`config.mk`:
```
export PLATFORM = sky130hd
export DESIGN_NAME = rng_roller
export DESIGN_NICKNAME = d
export VERILOG_FILES = /design/src/rtl/rng_roller.sv
export SDC_FILE = /design/constraint.sdc
export NUM_CORES = 1
export LEC_CHECK = 0
export ABC_CLOCK_PERIOD_IN_PS = 3400
export BUFFER_PORTS_ARGS = -buffer_cell sky130_fd_sc_hd__buf_2
export CAP_MARGIN = 25
export CORE_UTILIZATION = 60
export CTS_CLUSTER_SIZE = 14
export DETAILED_ROUTE_END_ITERATION = 6
export PLACE_DENSITY_LB_ADDON = 0.3
export SLEW_MARGIN = 25
export SYNTH_ARGS = -nofsm -noshare
export SYNTH_HDL_FRONTEND = slang
export SYNTH_SLANG_ARGS = --single-unit
```
`constraint.sdc`:
```
create_clock -name i_clk -period 3.4 [get_ports i_clk]
set_input_delay 0.51 -clock i_clk [delete_from_list [all_inputs] [get_ports i_clk]]
set_output_delay 0.51 -clock i_clk [all_outputs]
set_load 0.01 [all_outputs]
```
`src/rtl/rng_roller.sv`:
```
// rng_roller: decelerating dice roller with a browsable result history.
// Sits between the debounced keys and the 7-segment decoder.
//
// Ports:
//   i_clk          system clock
//   i_rst_n        asynchronous active-low reset
//   i_start        start/stop key (level, edge-detected here)
//   i_show_last_n  low = browse history while idle
//   i_hist_sel     history index, 0 = newest
//   i_pause        (RNG_ROLLER_PAUSE_EN only) freeze a running roll
//   o_random_out   registered display value
//   o_changing     high while rolling
//   o_done         one-cycle pulse when a result is committed
//   o_hist_count   valid history entries, saturating at HIST_DEPTH
//
// Optional feature macro: RNG_ROLLER_PAUSE_EN adds i_pause.
module rng_roller #(
  parameter int OUT_W      = 4,
  parameter int STEPS      = 16,
  parameter int BASE_DLY   = 2097152,
  parameter int HIST_DEPTH = 4,
  localparam int HSEL_W =
    (HIST_DEPTH > 1) ? $clog2(HIST_DEPTH) : 1,
  localparam int HCNT_W = $clog2(HIST_DEPTH + 1)
) (
  input  logic              i_clk,
  input  logic              i_rst_n,
  input  logic              i_start,
  input  logic              i_show_last_n,
  input  logic [HSEL_W-1:0] i_hist_sel,
`ifdef RNG_ROLLER_PAUSE_EN
  input  logic              i_pause,
`endif
  output logic [OUT_W-1:0]  o_random_out,
  output logic              o_changing,
  output logic              o_done,
  output logic [HCNT_W-1:0] o_hist_count
);

  // thr must hold STEPS*BASE_DLY, the longest interval
  localparam logic [63:0] THR_MAX =
    64'(STEPS) * 64'(BASE_DLY);
  localparam int THR_W  = $clog2(THR_MAX + 64'd1);
  localparam int STEP_W = $clog2(STEPS);

  localparam logic [THR_W-1:0]  BASE = THR_W'(BASE_DLY);
  localparam logic [THR_W-1:0]  T_ONE = THR_W'(1);
  localparam logic [STEP_W-1:0] S_ONE = STEP_W'(1);
  localparam logic [STEP_W-1:0] LAST = STEP_W'(STEPS - 1);
  localparam logic [HCNT_W-1:0] H_ONE = HCNT_W'(1);
  localparam logic [HCNT_W-1:0] H_MAX =
    HCNT_W'(HIST_DEPTH);
  localparam logic [31:0] TAPS = 32'h8020_0003;

  typedef enum logic {
    IDLE,
    ROLL
  } state_t;

  state_t              state;
  logic [31:0]         free_cnt;
  logic [31:0]         lfsr;
  logic [31:0]         lfsr_nxt;
  logic [THR_W-1:0]    dly_cnt;
  logic [THR_W-1:0]    thr;
  logic [STEP_W-1:0]   step;
  logic                start_q;
  logic [OUT_W-1:0]    hist [HIST_DEPTH];

  logic                start_ev;
  logic                hold;
  logic                abort;
  logic                tick;
  logic                last;
  logic                commit;
  logic [OUT_W-1:0]    commit_val;
  logic [OUT_W-1:0]    sel_val;

`ifdef RNG_ROLLER_PAUSE_EN
  assign hold = i_pause;
`else
  assign hold = 1'b0;
`endif

  assign start_ev = i_start & ~start_q;

  assign lfsr_nxt = {1'b0, lfsr[31:1]}
                  ^ (lfsr[0] ? TAPS : 32'h0);

  // abort beats a coincident interval update
  assign abort = (state == ROLL) && start_ev;

  assign tick = (state == ROLL) && !start_ev
             && !hold && (dly_cnt == thr - T_ONE);

  assign last = tick && (step == LAST);

  assign commit = abort | last;

  assign commit_val = abort ? o_random_out
                            : lfsr_nxt[OUT_W-1:0];

  assign o_changing = (state == ROLL);

  // idle display source; out-of-range index shows 0
  always_comb begin
    sel_val = hist[0];
    if (!i_show_last_n) begin
      if (HCNT_W'(i_hist_sel) < o_hist_count)
        sel_val = hist[i_hist_sel];
      else
        sel_val = '0;
    end
  end

  always_ff @(posedge i_clk or negedge i_rst_n) begin
    if (!i_rst_n) begin
      state        <= IDLE;
      free_cnt     <= '0;
      lfsr         <= '0;
      dly_cnt      <= '0;
      thr          <= '0;
      step         <= '0;
      start_q      <= 1'b0;
      o_random_out <= '0;
      o_done       <= 1'b0;
      o_hist_count <= '0;
      for (int i = 0; i < HIST_DEPTH; i++)
        hist[i] <= '0;
    end else begin
      free_cnt <= free_cnt + 32'd1;
      start_q  <= i_start;
      o_done   <= commit;

      if (commit) begin
        hist[0] <= commit_val;
        for (int i = 1; i < HIST_DEPTH; i++)
          hist[i] <= hist[i-1];
        if (o_hist_count != H_MAX)
          o_hist_count <= o_hist_count + H_ONE;
      end

      unique case (state)
        IDLE: begin
          if (start_ev) begin
            // OR-ing bit 0 keeps the LFSR out of
            // its all-zero lock-up state
            lfsr    <= free_cnt | 32'h1;
            step    <= '0;
            dly_cnt <= '0;
            thr     <= BASE;
            state   <= ROLL;
          end else begin
            o_random_out <= sel_val;
          end
        end
        ROLL: begin
          if (abort) begin
            state <= IDLE;
          end else if (!hold) begin
            if (tick) begin
              lfsr         <= lfsr_nxt;
              o_random_out <= lfsr_nxt[OUT_W-1:0];
              dly_cnt      <= '0;
              thr          <= thr + BASE;
              step         <= step + S_ONE;
              if (last)
                state <= IDLE;
            end else begin
              dly_cnt <= dly_cnt + T_ONE;
            end
          end
        end
        default: state <= IDLE;
      endcase
    end
  end

endmodule

```
==> flow_metrics.tcl, run 1 <==
set metrics [dict create \
    whs_ps 70.9 \
    core_um2 10500 \
    finalHoldViolations 0 \
    tns_ps 0 \
    grt_usage_pct 27.9 \
    fin_crit_ps 3060 \
    first_pass_iters 5 \
    status "completed" \
    yosysSeqAreaShare_pct 47.7 \
    sequentialPowerShare_pct 42.6 \
    p_int_uw 3570 \
    clk_latency_ps 530 \
    power.share.switching_pct 29.3 \
    rows 37 \
    yosysUniqueCellTypes 56 \
    grt_overflow_total 0 \
    fin_crit_sh_pct 90.0 \
    synth-edff-count 0 \
    die_h_um 107 \
    postCtsSetupBuffers 0 \
    drt_iter0_markers 422 \
    p_clk_share_pct 39.2 \
    dp_hpwl_mm 9.02 \
    drc_errors 0 \
    async_flop_share_pct 100 \
    place_congestion 0.819 \
    clockRootBuffer "clkbuf_8" \
    clockBufferDepth 2 \
    ctsResizeCount 0 \
    grt_setup_unrepaired "no" \
    slew_violations 0 \
    cp-start-kind "flip-flop" \
    nets 668 \
    p_sw_uw 1480 \
    syn_to_final_growth_pct 12.4 \
    grt_pass1_wl_mm 24.8 \
    ir_worst_vdd_uv 567 \
    critPathRequiredTime_ps 3770 \
    p_leak_uw 0.00332 \
    layout-drive-gt1-share_pct 15.8 \
    crit_arrival_ps 3430 \
    synth_area_um2 6550 \
    maxCapViolCount 0 \
    grt_max_degree 68 \
    mappedNetlistNets 661 \
    pwr_density_cell_nw_per_um2 686 \
    worstPathMaxFanout 23 \
    tightestPinTransition_ps 985 \
    synthFlopType "dfrtp_1" \
    cts_tree "built" \
    vias_per_cell 6.34 \
    numClockSinks 125 \
    synth_warnings 0 \
    port_buffers 14 \
    vias 5074 \
    worst_setup_path_end_kind "flip-flop" \
    fin_worst_skew_ps 5.90 \
    die_w_um 107 \
    post_drt_wl_per_cell_um 18.0 \
    fmax_ghz 0.327 \
    setup_viol 0 \
    hold_class "input port to async pin" \
    numCtsBuffers 17 \
    maxSlewHeadroom_pct 34.3 \
    finalWirelength_mm 14.4 \
    initial_core_util_pct 62.6 \
    drtAntennaViolNets 0 \
    h-tree-depth 4 \
    clk_pin_slew_worst_paths_ps 60 \
    grt_pass1_vias 5088 \
    postSynthCellCount 644 \
    syn_avg_cell_area_um2 10.2 \
    die_area_um2 11300 \
    antenna_found_initial 0 \
    n_antenna_cell 0 \
    io_pins 15 \
    synth_seq_cells 125 \
    cts_hold_buf 0 \
    pwr-share-comb_pct 18.3 \
    critPathKind "flip-flop to flip-flop" \
]
## critical path: stages, from the launching register on
cell and delay [ps]:
dfrtp_1 410, inv_1 110, ha_1 220, xnor2_1 200
or4b_1 530, and3_1 520, o21ai_4 700, o21ai_0 200
## Yosys cell counts, drive strengths merged (3+ instances only)
| library cell | number | share of area [%] |
|---|---|---|
| and2 | 3 | 0.29 |
| nand2 | 48 | 2.7 |
| mux2i | 3 | 0.46 |
| nand4 | 18 | 1.9 |
| and3 | 15 | 1.4 |
| and4 | 14 | 2.0 |
| o31ai | 7 | 0.80 |
| a22oi | 4 | 0.46 |
| nor3 | 40 | 3.1 |
| nor2 | 51 | 2.9 |
| a311oi | 32 | 4.3 |
| o211ai | 13 | 1.5 |
| ha | 11 | 2.1 |
| o21ai | 6 | 0.63 |
| a311o | 4 | 0.61 |
| inv | 42 | 2.4 |
| nand3 | 32 | 2.4 |
| mux4 | 4 | 1.4 |
| a31o | 3 | 0.40 |
| xnor2 | 32 | 4.3 |
| buf | 14 | 1.5 |
| nor4 | 6 | 0.80 |
| nand2b | 3 | 0.29 |
| xor2 | 20 | 2.7 |
| dfrtp | 125 | 48 |
| nor4b | 3 | 0.40 |
| a21oi | 20 | 2.2 |
| clkbuf | 25 | 1.4 |
| or4 | 3 | 0.34 |
| a31oi | 8 | 0.86 |
| mux2 | 17 | 3.2 |
## sequential cells by signal (all words and copies together), names as in the netlist
register / count
o_changing: 1
o_done: 1
start_q: 1
step: 4
dly_cnt: 26
o_random_out: 4
thr: 5
free_cnt: 32
lfsr: 32
o_hist_count: 3
hist: 16
## per-stage QoR
step / worst slack (ps) / instance area, µm² / util [%] / std cells / total power [µW]
6_report: 340 / 7370 / 70.4 / 800 / 5050
5_1_grt: 86.1 / 7370 / 70.4 / 800 / 5280
4_1_cts: 352 / 7370 / 70.4 / 800 / 5070
3_5_place_dp: 394 / 6720 / 64.2 / 768 / 3060
3_3_place_gp: 516 / 6720 / 64.2 / 768 / 2980
2_1_floorplan: 1050 / 6550 / - / 644 / 2760
## cell type report
class | instances | area [µm²]
flip-flops and latches | 125 | 3130
well taps | 136 | 170
clock inverters | 13 | 210
multi-input cells | 437 | 3080
repair buffers | 27 | 183
inverters | 43 | 161
clock buffers | 19 | 442
fillers | 769 | 3090
## layer usage
metal  vias up  routed length, µm  track usage (%)
li1       2358                  -                -
met1      2524               6410             38.4
met2       167               6930             43.7
met3        25                758             5.52
met4         0                269             11.1
met5         -                  0                0
## power by group through the flow
stage          Combinational (µW)  Clock (µW)  Sequential, µW
2_1_floorplan                 696           0            2070
6_report                      923        1980            2150
5_1_grt                      1020        2060            2200
3_5_place_dp                  900           0            2160
4_1_cts                       923        2000            2140
3_3_place_gp                  847           0            2140
## path summary, 6_finish.rpt
| check | cells after the start | startpoint | slack (ps) | endpoint |
|---|---|---|---|---|
| setup / recovery | 7 | thr[21]$_DFFE_PN0P_ | 340 | dly_cnt[1]$_DFFE_PN0P_ |
| hold / removal | 1 | i_rst_n | 70 | dly_cnt[16]$_DFFE_PN0P_ |
| setup reg to reg | 7 | thr[21]$_DFFE_PN0P_ | 340 | dly_cnt[1]$_DFFE_PN0P_ |
| hold reg to reg | 1 | free_cnt[0]$_DFF_PN0_ | 470 | free_cnt[0]$_DFF_PN0_ |
| max in group asynchronous | 2 | i_rst_n | 2380 | hist[13]$_DFFE_PN0P_ |
| min in group i_clk | 1 | i_start | 110 | start_q$_DFF_PN0_ |
## logic make-up (layout without fill, tap and decap cells)
| group | Yosys count | after routing | synth area share (%) |
|---|---|---|---|
| AO/OA/AOI/OAI | 105 | 105 | 12.9 |
| flip-flops | 125 | 125 | 47.7 |
| multiplexers | 24 | 24 | 4.98 |
| buffers and inverters | 82 | 102 | 5.42 |
| AND/OR/NAND/NOR | 245 | 245 | 19.9 |
| adder cells (fa/ha/maj) | 11 | 11 | 2.10 |
| XOR/XNOR | 52 | 52 | 6.95 |
## cells in the final DEF, fill, tap and decap left out, drive strengths merged, types with 15 or more instances in the layout
cell,netlist,routed
xnor2,32,32
xor2,20,20
a21oi,20,20
nor3,40,40
inv,42,44
buf,14,27
nor2,51,51
nand2,48,48
dfrtp,125,125
nand3,32,32
nand4,18,18
and3,15,15
a311oi,32,32
clkbuf,25,19
mux2,17,17
No activity file was read; power rests on OpenSTA's default activity.
==> run 2: changes to the inputs <==
REMOVE_ABC_BUFFERS = 1   (was not set)
==> run 2 against run 1 <==
Critical path depth grew 2. Core utilization shrank 0.14 points. Design area shrank 0.20%. Clock skew shrank 0.96 ps. Critical path type unchanged. Largest cell class unchanged. Largest power group unchanged.
==> flow_metrics.tcl, run 2 (synthesized netlist as in run 1, its figures left out) <==
set metrics [dict create \
    worstSetupEndpoint "lfsr[13]$_DFFE_PN0P_" \
    core_um2 10500 \
    n_antenna_cell 0 \
    sequentialPowerShare_pct 43.4 \
    grt_pass1_vias 4950 \
    p_clk_share_pct 37.9 \
    die_h_um 107 \
    r2r_cells 9 \
    reg_top3 "free_cnt x32, lfsr x32, dly_cnt x26" \
    first_pass_iters 5 \
    die_area_um2 11300 \
    grt_pass1_wl_mm 25.0 \
    clockBufferDepth 2 \
    grt_setup_unrepaired "no" \
    final_common_cell "dfrtp_1" \
    fin_worst_skew_ps 4.94 \
    p_sw_uw 1490 \
    rows 37 \
    tns_ps 0 \
    io_pins 15 \
    hold_depth 1 \
    clockRootBuffer "clkbuf_8" \
    worst_setup_path_end_kind "flip-flop" \
    clk_latency_ps 540 \
    post_drt_wl_per_cell_um 18.3 \
    nFillCells 780 \
    antenna_found_initial 0 \
    mostFrequentLayoutCells "125 x dfrtp_1, 51 x nor2_1, 48 x nand2_1, 42 x inv_1, 40 x nor3_1" \
    ir_worst_vdd_uv 549 \
    finalHoldViolations 0 \
    nets 669 \
    drt_iter0_markers 415 \
    slew_violations 0 \
    place_congestion 0.795 \
    layout-drive-gt1-share_pct 15.5 \
    die_w_um 107 \
    maxSlewHeadroom_pct 32.5 \
    fin_crit_sh_pct 88.2 \
    critPathLaunch "thr[21]$_DFFE_PN0P_" \
    p_leak_uw 0.00331 \
    cp-start-kind "flip-flop" \
    drtAntennaViolNets 0 \
    status "completed" \
    vias_per_cell 6.38 \
    critPathRequiredTime_ps 3800 \
    drc_errors 0 \
    grt_overflow_total 0 \
    pwr-share-comb_pct 18.8 \
    worstPathMaxFanout 23 \
    tightestPinTransition_ps 1010 \
    numCtsBuffers 17 \
    maxCapViolCount 0 \
    dp_hpwl_mm 9.14 \
    setup_viol 0 \
    critPathKind "flip-flop to flip-flop" \
    grt_max_degree 86 \
    vias 5109 \
    r2r_start "thr[21]$_DFFE_PN0P_" \
    initial_core_util_pct 62.6 \
    finalWirelength_mm 14.7 \
    clk_pin_slew_worst_paths_ps 60 \
    hold_class "input port to flip-flop" \
    pwr_density_cell_nw_per_um2 678 \
    fmax_ghz 0.334 \
    fin_crit_ps 3000 \
    p_int_uw 3490 \
    crit_arrival_ps 3390 \
    cts_tree "built" \
    r2r_slack_ps 400 \
    port_buffers 14 \
    h-tree-depth 4 \
    numClockSinks 125 \
    timing.rr.end "lfsr[13]$_DFFE_PN0P_" \
    whs_ps 101 \
    power.share.switching_pct 30.0 \
    grt_usage_pct 28.5 \
    syn_to_final_growth_pct 12.2 \
]
==> run 2: changes by cell type in the layout (fill, tap and decap cells not counted) <==
cell           previous run  this run
clkbuf_1                  0         2
clkinv_4                  2         0
clkinvlp_4                2         4
inv_6                     2         0
buf_12                    1         2
buf_4                    13        12
bufinv_16                 5         4
clkinv_2                  2         3
dlygate4sd3_1             0         1
==> run 2: routing by layer <==
layer	wire length [µm]	vias up	share of wire [%]	global-route usage, %
li1	-	2356	-	-
met1	6590	2562	45	40.1
met2	7080	156	48	43.6
met3	703	35	4.8	7.05
met4	299	0	2.0	9.69
met5	0	-	0	0
==> run 2: what timing repair did <==
| action | in CTS | in global routing |
|---|---|---|
| buffers inserted | 0 | 0 |
| hold buffers | 1 | 0 |
| gates resized for setup | 0 | 0 |
| hold endpoints to repair | 40 | 0 |
==> run 2: power groups by stage <==
stage | Sequential, µW | Combinational (µW) | Clock, µW
after global routing | 2210 | 1040 | 1970
after floorplan | 2100 | 639 | 0
after CTS | 2150 | 938 | 1900
after global placement | 2140 | 855 | 0
final | 2160 | 936 | 1890
after detailed placement | 2160 | 902 | 0
==> run 2: through the flow <==
step / power, µW / area, µm² / cells / worst slack (ps) / util (%)
2_1_floorplan: 2730 / 6360 / 605 / 84.4 / -
3_3_place_gp: 3000 / 6730 / 768 / 542 / 64.3
3_5_place_dp: 3060 / 6730 / 768 / 454 / 64.3
4_1_cts: 4980 / 7350 / 801 / 417 / 70.3
5_1_grt: 5210 / 7350 / 801 / 199 / 70.3
6_report: 4990 / 7350 / 801 / 403 / 70.3
==> run 2: layout make-up <==
class	instances	area, µm²	area share [%]
multi-input combinational	437	3080	41.8
clock buffer	21	449	6.11
timing repair buffer	28	205	2.79
sequential	125	3130	42.5
tap	136	170	2.31
clock inverter	11	165	2.25
inverter	43	161	2.19
==> run 2: critical path, cell delays in order (launching register included) <==
cell and delay (ps):
dfrtp_1 420, inv_1 120, ha_1 220, xnor2_1 220, or4b_1 540, and3_1 530, buf_4 350, buf_4 180
nor3_1 190, a311oi_1 70
==> run 2: worst min-delay path by stage <==
| stage | start | end |
|---|---|---|
| after floorplan | i_rst_n | dly_cnt[0]$_DFFE_PN0P_ |
| after global placement | free_cnt[0]$_DFF_PN0_ | free_cnt[0]$_DFF_PN0_ |
| after detailed placement | free_cnt[31]$_DFF_PN0_ | free_cnt[31]$_DFF_PN0_ |
| after CTS | i_start | start_q$_DFF_PN0_ |
| after global routing | i_start | start_q$_DFF_PN0_ |
| final | i_start | start_q$_DFF_PN0_ |
